File: src/rtl/snn_addr_sequencer_pkg.sv
// Shared types for the SNN weight-read address sequencer.
// Holds the FSM state encoding and a constant-width helper.
package snn_addr_sequencer_pkg;

    typedef enum logic [1:0] {
        IDLE = 2'd0,
        RUN  = 2'd1,
        DONE = 2'd2
    } state_t;

    function automatic int clog2(input int n);
        int r;
        r = 0;
        for (int i = 0; i < 31; i++) begin
            if ((1 << i) < n) r = i + 1;
        end
        return r;
    endfunction

endpackage

File: src/rtl/snn_addr_sequencer.sv
// Sweeps all output neurons per input spike, issuing weight reads and
// driving the external neuron-state address counter in lockstep.
module snn_addr_sequencer
    import snn_addr_sequencer_pkg::*;
#(
    parameter int N_IN  = 64,
    parameter int N_OUT = 128,
    localparam int IW = clog2(N_IN),
    localparam int OW = clog2(N_OUT),
    localparam int AW = IW + OW
) (
    input  logic          clk,
    input  logic          rst,
    input  logic          spk_valid,
    input  logic [IW-1:0] spk_idx,
    output logic          spk_ready,
    input  logic          eot_valid,
    output logic          eot_ready,
    input  logic          hold,
    output logic          w_rd_en,
    output logic [AW-1:0] w_addr,
    output logic          cnt_clr,
    output logic          cnt_inc,
    output logic          upd_valid,
    output logic          upd_last,
    output logic          ts_done,
    output logic          busy
);

    localparam logic [OW-1:0] J_LAST = OW'(N_OUT - 1);

    state_t        state_q;
    state_t        state_d;
    logic [IW-1:0] idx_q;
    logic [OW-1:0] j_q;

    always_comb begin
        state_d   = state_q;
        spk_ready = 1'b0;
        eot_ready = 1'b0;
        cnt_clr   = 1'b0;
        cnt_inc   = 1'b0;
        w_rd_en   = 1'b0;
        ts_done   = 1'b0;
        unique case (state_q)
            IDLE: begin
                spk_ready = 1'b1;
                eot_ready = ~spk_valid;
                if (spk_valid) begin
                    cnt_clr = 1'b1;
                    state_d = RUN;
                end else if (eot_valid) begin
                    state_d = DONE;
                end
            end
            RUN: begin
                if (!hold) begin
                    w_rd_en = 1'b1;
                    cnt_inc = 1'b1;
                    if (j_q == J_LAST) state_d = IDLE;
                end
            end
            DONE: begin
                ts_done = 1'b1;
                state_d = IDLE;
            end
            default: state_d = IDLE;
        endcase
    end

    // Strobes trail the read by one cycle to line up with RAM data.
    always_ff @(posedge clk or posedge rst) begin
        if (rst) begin
            state_q   <= IDLE;
            idx_q     <= '0;
            j_q       <= '0;
            upd_valid <= 1'b0;
            upd_last  <= 1'b0;
        end else begin
            state_q   <= state_d;
            upd_valid <= w_rd_en;
            upd_last  <= w_rd_en && (j_q == J_LAST);
            if (spk_valid && spk_ready) begin
                idx_q <= spk_idx;
                j_q   <= '0;
            end else if (w_rd_en) begin
                j_q <= j_q + OW'(1);
            end
        end
    end

    assign w_addr = {idx_q, j_q};
    assign busy   = (state_q != IDLE);

endmodule

File: config.mk
export PLATFORM = sky130hd
export DESIGN_NAME = snn_addr_sequencer
export DESIGN_NICKNAME = d
export VERILOG_FILES = /design/src/rtl/snn_addr_sequencer_pkg.sv /design/src/rtl/snn_addr_sequencer.sv
export SDC_FILE = /design/constraint.sdc
export NUM_CORES = 1
export LEC_CHECK = 0
export CORE_MARGIN = 2
export CORE_UTILIZATION = 43
export DETAILED_ROUTE_END_ITERATION = 6
export PLACE_DENSITY_LB_ADDON = 0.08
export RECOVER_POWER = 100
export SLEW_MARGIN = 40
export SYNTH_ARGS = -nofsm -noshare
export SYNTH_HDL_FRONTEND = slang
export SYNTH_SLANG_ARGS = --single-unit
File: constraint.sdc
create_clock -name clk -period 4.01 [get_ports clk]
set_clock_uncertainty 0.1 [all_clocks]
set_input_delay 0.802 -clock clk [delete_from_list [all_inputs] [get_ports clk]]
set_output_delay 0.802 -clock clk [all_outputs]
set_load 0.05 [all_outputs]
# Yosys cells after proc, flatten, opt, wreduce, memory -nomap -nowiden
# Cells that the tools add are included.
[word_totals] regBits=17 elab_cells=33
[op_classes] add_sub_neg=1 n_eq_ne=6 muxes=14 bitwise_logic=1 n_reduce_logical=6
[ops] op="$mux 7" count=2
[ops] op="$mux 2" count=4
[ops] op="$add 7x1->7 const B" count=1
[ops] op="$eq 7x7->1 const B" count=1
[ops] op="$mux 1" count=7
[ops] op="$ne 2x2->1 const B" count=2
[ops] op="$pmux 2 s2" count=1
[ops] op="$reduce_bool 2->1" count=2
[ops] op="$ne 3x3->1 const B" count=1
[ops] op="$reduce_and 3->1" count=1
[ops] op="$eq 2x1->1 const B" count=1
[ops] op="$eq 2x2->1 const B" count=1
[ops] op="$logic_and 1x1->1" count=2
[ops] op="$logic_not 2->1" count=1
[ops] op="$not 1->1" count=1

# Depth between registers and ports, before layout
# Gate-level depths: netlist (run 1).
[depth] ltp_word=4 depth_mapped=4 ltp_nobuf=4

# Least setup slack after synthesis (run 1)
# No wires, ideal clock.
[synth_timing] kind="reg2out" startpoint="reg state_q[0]" endpoint="out eot_ready" arrival_time_ps=2382 t_required_ps=3108 setup_slack_ps=726 stages_incl_launch_ff=4 n_path_buf=0 cell_sequence="dfrtp_1 nor2_1 inv_1 nor2_1"
[synth_between] elab_chain_len=2
[synth_lines] item="start: declaration" line="snn_addr_sequencer.sv:32" text="state_t state_q;"
[synth_lines] item="start signal: assignment" line="snn_addr_sequencer.sv:80" text="state_q <= state_d;"
[synth_lines] item="$logic_not 2->1" line="snn_addr_sequencer.sv:45" text="unique case (state_q)"
[synth_lines] item="$mux 1" line="snn_addr_sequencer.sv:45"
[synth_lines] item="end: declaration" line="snn_addr_sequencer.sv:18" text="output logic eot_ready,"
# No other way between the ends.

# Worst setup path after layout (run 1)
[layout_timing] startpoint="in hold" endpoint="out cnt_inc"
[layout_between] elab_chain_len=2
[layout_lines] item="start: declaration" line="snn_addr_sequencer.sv:19" text="input logic hold,"
[layout_lines] item="$mux 1" line="snn_addr_sequencer.sv:57" text="if (!hold) begin"
[layout_lines] item="$mux 1" line="snn_addr_sequencer.sv:45"
[layout_lines] item="end: declaration" line="snn_addr_sequencer.sv:23" text="output logic cnt_inc,"
# No other way between the ends.

==> impl_metrics.env, run 1 <==
export IMPL_run_status="complete, no violations"
export IMPL_number_of_global_route_vias_before_repair=556
export IMPL_fmax_ghz=0.2689
export IMPL_maxSlewHeadroom_pct=58.44
export IMPL_cp_arrival_ps=2820
export IMPL_postSynthRegisterBits=17
export IMPL_layout_worst_path_cycle_share_pct=92.74
export IMPL_die_h_um=45.44
export IMPL_finalCriticalPeriod_ps=3719
export IMPL_sequential_cell_area_um2=425.4
export IMPL_end_kind="output port"
export IMPL_pre_cts_ws_ps=442.3
export IMPL_largest_fanout_on_the_critical_path=6
export IMPL_setup_slack_ps=291.1
export IMPL_cts_resized=0
export IMPL_clockPowerShare_pct=12.9
export IMPL_place_gp_congestion=0.7442
export IMPL_syn_num_nets=74
export IMPL_path_clk_slew_ps=100
export IMPL_die_area_mm2=0.002064
export IMPL_routed_wire_length_per_instance_um=13.04
export IMPL_coreArea_mm2=0.001559
export IMPL_finalSetupViolations=0
export IMPL_io_buffers=32
export IMPL_globalRoute_totalOverflow=0
export IMPL_clock_h_tree_levels=1
export IMPL_critPathSlowestCell="clkdlybuf4s50_1"
export IMPL_fillCellCount=110
export IMPL_cts_buffers=3
export IMPL_grt_first_pass_wirelength_mm=2.297
export IMPL_postCtsSetupRepairBufs=0
export IMPL_synth_cell_type_count=24
export IMPL_post_dp_hpwl_mm=1.085
export IMPL_die_w_um=45.44
export IMPL_internal_power_uw=372.5
export IMPL_syn_area_per_cell_um2=11.91
export IMPL_hold_path_class="flop to flop"
export IMPL_powerDensity_mw_per_mm2=660.4
export IMPL_slowest_stage_delay_cp_ps=840
export IMPL_first_iteration_detailed_routing_drc_count=10
export IMPL_start_kind="input port"
export IMPL_holdBufCountCts=0
export IMPL_netSwitchingPower_uw=344.8
export IMPL_static_leakage_power_uw=0.0005010
export IMPL_rsz_0062_raised_after_global_routing="no"
export IMPL_initial_utilization_pct=47.35
export IMPL_cpLargestDelayFamily="buffers and inverters"
export IMPL_synthesis_instances=62
export IMPL_pin_count_of_the_biggest_net_entering_global_routing=18
export IMPL_sw_frac_of_total_pct=48.06
export IMPL_drt_vias_per_instance=5.313
export IMPL_design_final_nets=109
export IMPL_share_seq_of_total_power_pct=37.5
export IMPL_min_from="idx_q[2]"
export IMPL_crit_type="input port to output port"
export IMPL_finalWirelength_mm=1.461
export IMPL_tritoncts="done"
export IMPL_drt_pre_antenna_iters=4
export IMPL_floorplan_io_pins=33
export IMPL_number_of_antenna_violations_at_the_first_check_in_global_routing=0
export IMPL_r2r_start="state_q[1]"
export IMPL_max_slew_worst_pin_slew_ps=622.7
export IMPL_clock_sinks=17
export IMPL_path_buf_inv=3
export IMPL_diodes=0
export IMPL_clk_latency_ps=290
export IMPL_area_growth_pct=47.12
export IMPL_yosysSeqAreaShare_pct=57.63
export IMPL_multi_input_area_um2=284.0
export IMPL_layout_common_cells="22 x dlygate4sd3_1, 17 x dfrtp_1, 9 x clkdlybuf4s50_1"
export IMPL_number_of_rows_created_at_floorplan=14
export IMPL_setup_worst_path_start="hold"
export IMPL_drive_above_1_share_pct=12.50
export IMPL_finalHoldViolations=0
export IMPL_slew_viol_final=0
export IMPL_critical_path_cell_chain="dlygate4sd3_1 > or3b_1 > inv_1 > clkdlybuf4s50_1"
export IMPL_cts_root_buffer_cell="clkbuf_4"
export IMPL_detailroute_via_count=595
export IMPL_cts_root_to_sink_buffers=2
export IMPL_number_of_warning_messages_in_the_yosys_log=0
export IMPL_track_usage_pct=16.22
export IMPL_cap_viol_max_count=0
export IMPL_vdd_ir_drop_worst_uv=397.6
export IMPL_comb_power_share_pct=49.5
export IMPL_setup_total_negative_slack_ps=0
export IMPL_layout_cells_most_common="dlygate4sd3_1"
export IMPL_synthesis_area_um2=738.2
export IMPL_critical_path_required_ps=3110
export IMPL_number_of_antenna_violating_nets_in_the_routed_design=0
export IMPL_drc_errors=0
==> stage by stage <==
step                cell area [um2]  instances  power, uW  hold slack (ps)  utilization [%]
floorplan                     738.2         62      517.4            368.2                -
detailed placement             1065        108      649.3            393.9            68.30
finish                         1086        112      717.3            407.3            69.66
global route                   1086        112      755.0            434.9            69.66
CTS                            1092        112      742.6            416.9            70.06
global placement               1065        108      643.3            385.4            68.30
==> worst reg2reg max path: stages (launching register included) <==
cell     delay, ps
dfrtp_1        430
or3b_1         450
or4_1          490
a21oi_1        150
==> registers in the layout (all words and copies together), names as in the netlist <==
name	flops
idx_q	6
j_q	7
upd_last	1
upd_valid	1
state_q	2
==> cells by family (layout without fill, tap and decap cells) <==
| group | Yosys count | in the layout | synth area share, % |
|---|---|---|---|
| AOI/OAI and AO/OA | 7 | 7 | 6.779 |
| xor gates and xnor gates | 2 | 2 | 2.373 |
| adders and majority gates | 1 | 1 | 1.695 |
| buffers and inverters | 6 | 40 | 3.559 |
| DFF | 17 | 17 | 57.63 |
| muxes | 8 | 8 | 11.86 |
| and+or+nand+nor | 21 | 21 | 16.10 |
==> cells in the mapped netlist, drive strengths merged <==
cell / n / area share, %
or4: 1 / 1.0
clkbuf: 1 / 0.51
nand2: 4 / 2.0
nand4: 2 / 1.7
nor3: 2 / 1.4
ha: 1 / 1.7
and2b: 1 / 1.2
o211ai: 2 / 2.0
mux2: 6 / 9.2
nand3: 1 / 0.68
mux2i: 2 / 2.7
and2: 1 / 0.85
buf: 1 / 1.0
or3b: 2 / 2.7
nand4bb: 1 / 1.5
inv: 4 / 2.0
xnor2: 1 / 1.2
nor2: 6 / 3.1
a211oi: 1 / 1.0
dfrtp: 17 / 58
o31ai: 3 / 3.1
xor2: 1 / 1.2
a21oi: 1 / 0.68
==> worst paths after layout <==
check                             end  cells past startpoint  slack, ps
hold reg to reg              idx_q[2]                      1        410
hold / removal               idx_q[2]                      1        410
max in group asynchronous  state_q[1]                      2       2500
setup / recovery              cnt_inc                      4        290
min in group asynchronous    idx_q[5]                      2        910
setup reg to reg               j_q[5]                      3       2320
==> power groups by stage <==
stage	Combinational, uW	Clock (uW)	Sequential (uW)
floorplan	81.8	0	436
global placement	372	0	272
detailed placement	376	0	273
CTS	377	93.8	271
global route	376	99.4	280
finish	355	92.7	269
==> per-layer routing <==
layer  track usage [%]  routed length, um  share of wire (%)  vias to the layer above
met1             18.23                635                 43                      274
met5                 0                  0                  0                        -
met3             5.556                112                7.7                        5
li1                  -                  -                  -                      287
met4             8.824                 35                2.4                        0
met2             26.76                679                 46                       29
==> area by class of cell <==
class | count | area share [%]
clock buffers | 3 | 2.074
clock inverters | 1 | 0.4608
inverters | 4 | 1.382
multi-input cells | 39 | 26.15
flip-flops and latches | 17 | 39.17
well taps | 16 | 1.843
repair buffers | 32 | 28.92
No activity file was read; power rests on OpenSTA's default activity.
==> run 2: changes to the inputs <==
--- a/config.mk
+++ b/config.mk
@@ -5,8 +5,9 @@
 export SDC_FILE = /design/constraint.sdc
 export NUM_CORES = 1
 export LEC_CHECK = 0
+export ABC_AREA = 1
 export CORE_MARGIN = 2
-export CORE_UTILIZATION = 43
+export CORE_UTILIZATION = 44
 export DETAILED_ROUTE_END_ITERATION = 6
 export PLACE_DENSITY_LB_ADDON = 0.08
 export RECOVER_POWER = 100
==> impl_metrics.env, run 2 <==
export IMPL_run_status="complete, no violations"
export IMPL_pin_count_of_the_biggest_net_entering_global_routing=18
export IMPL_final_cell_area_mm2=0.001161
export IMPL_synthesis_instances=99
export IMPL_finalCriticalPeriod_ps=3545
export IMPL_worst_r2r_endpoint="j_q[6]"
export IMPL_syn_num_nets=111
export IMPL_library_cell_with_the_highest_instance_count_after_synthesis="nand2_1"
export IMPL_reg_largest_list="j_q x7, idx_q x6, state_q x2"
export IMPL_layout_cells_most_common="nand2_1"
export IMPL_place_gp_congestion=0.8189
export IMPL_final_core_utilization_pct=67.25
export IMPL_clock_sinks=17
export IMPL_number_of_antenna_violating_nets_in_the_routed_design=0
export IMPL_postPlaceCellArea_mm2=0.001145
export IMPL_sequential_cell_area_um2=425.4
export IMPL_postSynth_topFlopCell="dfrtp_1"
export IMPL_synthesis_area_um2=814.5
export IMPL_routed_wire_length_per_instance_um=10.44
export IMPL_slew_viol_final=0
export IMPL_post_synthesis_share_of_cell_area_spent_on_and_or_nand_and_nor_gates_pct=33.18
export IMPL_die_h_um=47.03
export IMPL_multi_input_area_um2=301.5
export IMPL_first_iteration_detailed_routing_drc_count=7
export IMPL_synthAdderAreaFrac_pct=1.536
export IMPL_cts_resized=0
export IMPL_dpl_cell_count=154
export IMPL_track_usage_pct=17.18
export IMPL_fmax_ghz=0.2821
export IMPL_cts_root_to_sink_buffers=2
export IMPL_post_dp_hpwl_mm=1.268
export IMPL_drt_vias_per_instance=4.633
export IMPL_postCtsSetupRepairBufs=0
export IMPL_drc_errors=0
export IMPL_floorplan_io_pins=33
export IMPL_cap_viol_max_count=0
export IMPL_critical_path_required_ps=3110
export IMPL_drive_above_1_share_pct=5.263
export IMPL_path_clk_slew_ps=90
export IMPL_critPathSlowestCell="dlygate4sd3_1"
export IMPL_clk_latency_ps=280
export IMPL_postSynthRegisterBits=17
export IMPL_critical_path_cell_chain="clkdlybuf4s50_1 > nor2_1 > dlygate4sd3_1"
export IMPL_design_final_nets=146
export IMPL_max_flop_register="j_q"
export IMPL_max_slew_worst_pin_slew_ps=631.1
export IMPL_number_of_antenna_violations_at_the_first_check_in_global_routing=0
export IMPL_min_delay_worst_endpoint="idx_q[0]"
export IMPL_io_buffers=32
export IMPL_finalSetupViolations=0
export IMPL_hold_path_class="flop to flop"
export IMPL_layout_common_cells="36 x nand2_1, 24 x dlygate4sd3_1, 17 x dfrtp_1"
export IMPL_post_synth_top_area_cell="dfrtp_1"
export IMPL_clock_h_tree_levels=1
export IMPL_diodes=0
export IMPL_die_area_mm2=0.002211
export IMPL_synth_edff_count=0
export IMPL_grt_first_pass_wirelength_mm=2.649
export IMPL_synth_common_cells="35 x nand2_1, 17 x dfrtp_1, 14 x inv_1"
export IMPL_finalWirelength_mm=1.650
export IMPL_detailroute_via_count=732
export IMPL_number_of_warning_messages_in_the_yosys_log=0
export IMPL_muxShareOfSynthArea_pct=0
export IMPL_finalHoldViolations=0
export IMPL_fillCellCount=154
export IMPL_total_power_uw=860.8
export IMPL_synth_top_family_by_area="simple AND/OR/NAND/NOR gates"
export IMPL_hold_path_cell_count=2
export IMPL_tritoncts="done"
export IMPL_crit_type="input port to output port"
export IMPL_cp_arrival_ps=2640
export IMPL_yosysSeqAreaShare_pct=52.23
export IMPL_cts_root_buffer_cell="clkbuf_4"
export IMPL_min_from="idx_q[0]"
export IMPL_area_growth_pct=42.55
export IMPL_largest_fanout_on_the_critical_path=9
export IMPL_rsz_0062_raised_after_global_routing="no"
export IMPL_powerDensity_mw_per_mm2=741.4
export IMPL_slowest_stage_delay_cp_ps=950
export IMPL_layout_worst_path_cycle_share_pct=88.39
export IMPL_layoutNonFillerInstCount=158
export IMPL_syn_area_per_cell_um2=8.228
export IMPL_end_kind="output port"
export IMPL_worst_r2r_setup_slack_ps=2440
export IMPL_reg2reg_depth=6
export IMPL_start_kind="input port"
export IMPL_yosys_area_share_xor_xnor_pct=1.075
export IMPL_coreArea_mm2=0.001727
export IMPL_static_leakage_power_uw=0.0006314
export IMPL_holdBufCountCts=0
export IMPL_number_of_rows_created_at_floorplan=15
export IMPL_maxSlewHeadroom_pct=57.88
export IMPL_synth_async_sr_flop_share_pct=100.0
export IMPL_largest_reg_flops=7
export IMPL_cts_buffers=3
export IMPL_synth_compound_area_share_pct=2.458
export IMPL_post_synth_top_area_fraction_pct=52.23
export IMPL_setup_total_negative_slack_ps=0
export IMPL_ys_top_cells_by_area="dfrtp_1 52%, nand2_1 16%, inv_1 6.5%, nor2_1 4.1%, nand4_1 3.1%"
export IMPL_initial_utilization_pct=47.17
export IMPL_drt_pre_antenna_iters=4
export IMPL_die_w_um=47.03
export IMPL_vdd_ir_drop_worst_uv=395.7
export IMPL_r2r_start="state_q[1]"
export IMPL_globalRoute_totalOverflow=0
export IMPL_synth_cell_type_count=19
export IMPL_number_of_global_route_vias_before_repair=653
## run 2: worst max-delay path: cells and delay by family
family	cells	cell delay, ps
AND/OR/NAND/NOR	1	450
buffers and inverters	2	1380
## run 2: worst max path at each step
stage                     slack, ps  depth (start not counted)         to  startpoint
after detailed placement        620                          4    cnt_clr   spk_valid
after CTS                       610                          4    cnt_clr   spk_valid
after floorplan                 980                          3  eot_ready  state_q[0]
after global placement          640                          4    cnt_clr   spk_valid
final                           470                          3    w_rd_en        hold
after global routing            340                          3    cnt_inc        hold
## run 2: kinds of logic (layout without fill, tap and decap cells)
| logic type | Yosys count | after routing |
|---|---|---|
| and+or+nand+nor | 59 | 59 |
| DFF | 17 | 17 |
| buffers and inverters | 17 | 51 |
| AOI/OAI and AO/OA | 4 | 4 |
| adders and majority gates | 1 | 1 |
| xor gates and xnor gates | 1 | 1 |
## run 2: layout make-up
type                       count  area share [%]
clock buffer                   4           2.263
inverter                      15           4.849
multi-input combinational     65           25.97
sequential                    17           36.64
tap                           25           2.694
timing repair buffer          32           27.59
## run 2: through the flow
stage	hold WS, ps	setup slack (ps)
CTS	394.8	610.4
floorplan	463.8	984.6
finish	381.0	465.4
detailed placement	368.2	620.5
global placement	372.1	638.7
global route	409.5	339.3
## run 2: power by group
| part | internal, uW | switching, uW |
|---|---|---|
| registers | 226 | 48.1 |
| clock network | 38.6 | 52.2 |
| logic | 140 | 356 |
## run 2: metal layers
| layer | vias to the layer above | global-route usage, % | wire (um) |
|---|---|---|---|
| li1 | 369 | - | - |
| met3 | 4 | 2.692 | 71 |
| met4 | 0 | 9.444 | 23 |
| met5 | - | 0 | 0 |
| met1 | 331 | 22.01 | 740 |
| met2 | 28 | 27.67 | 815 |
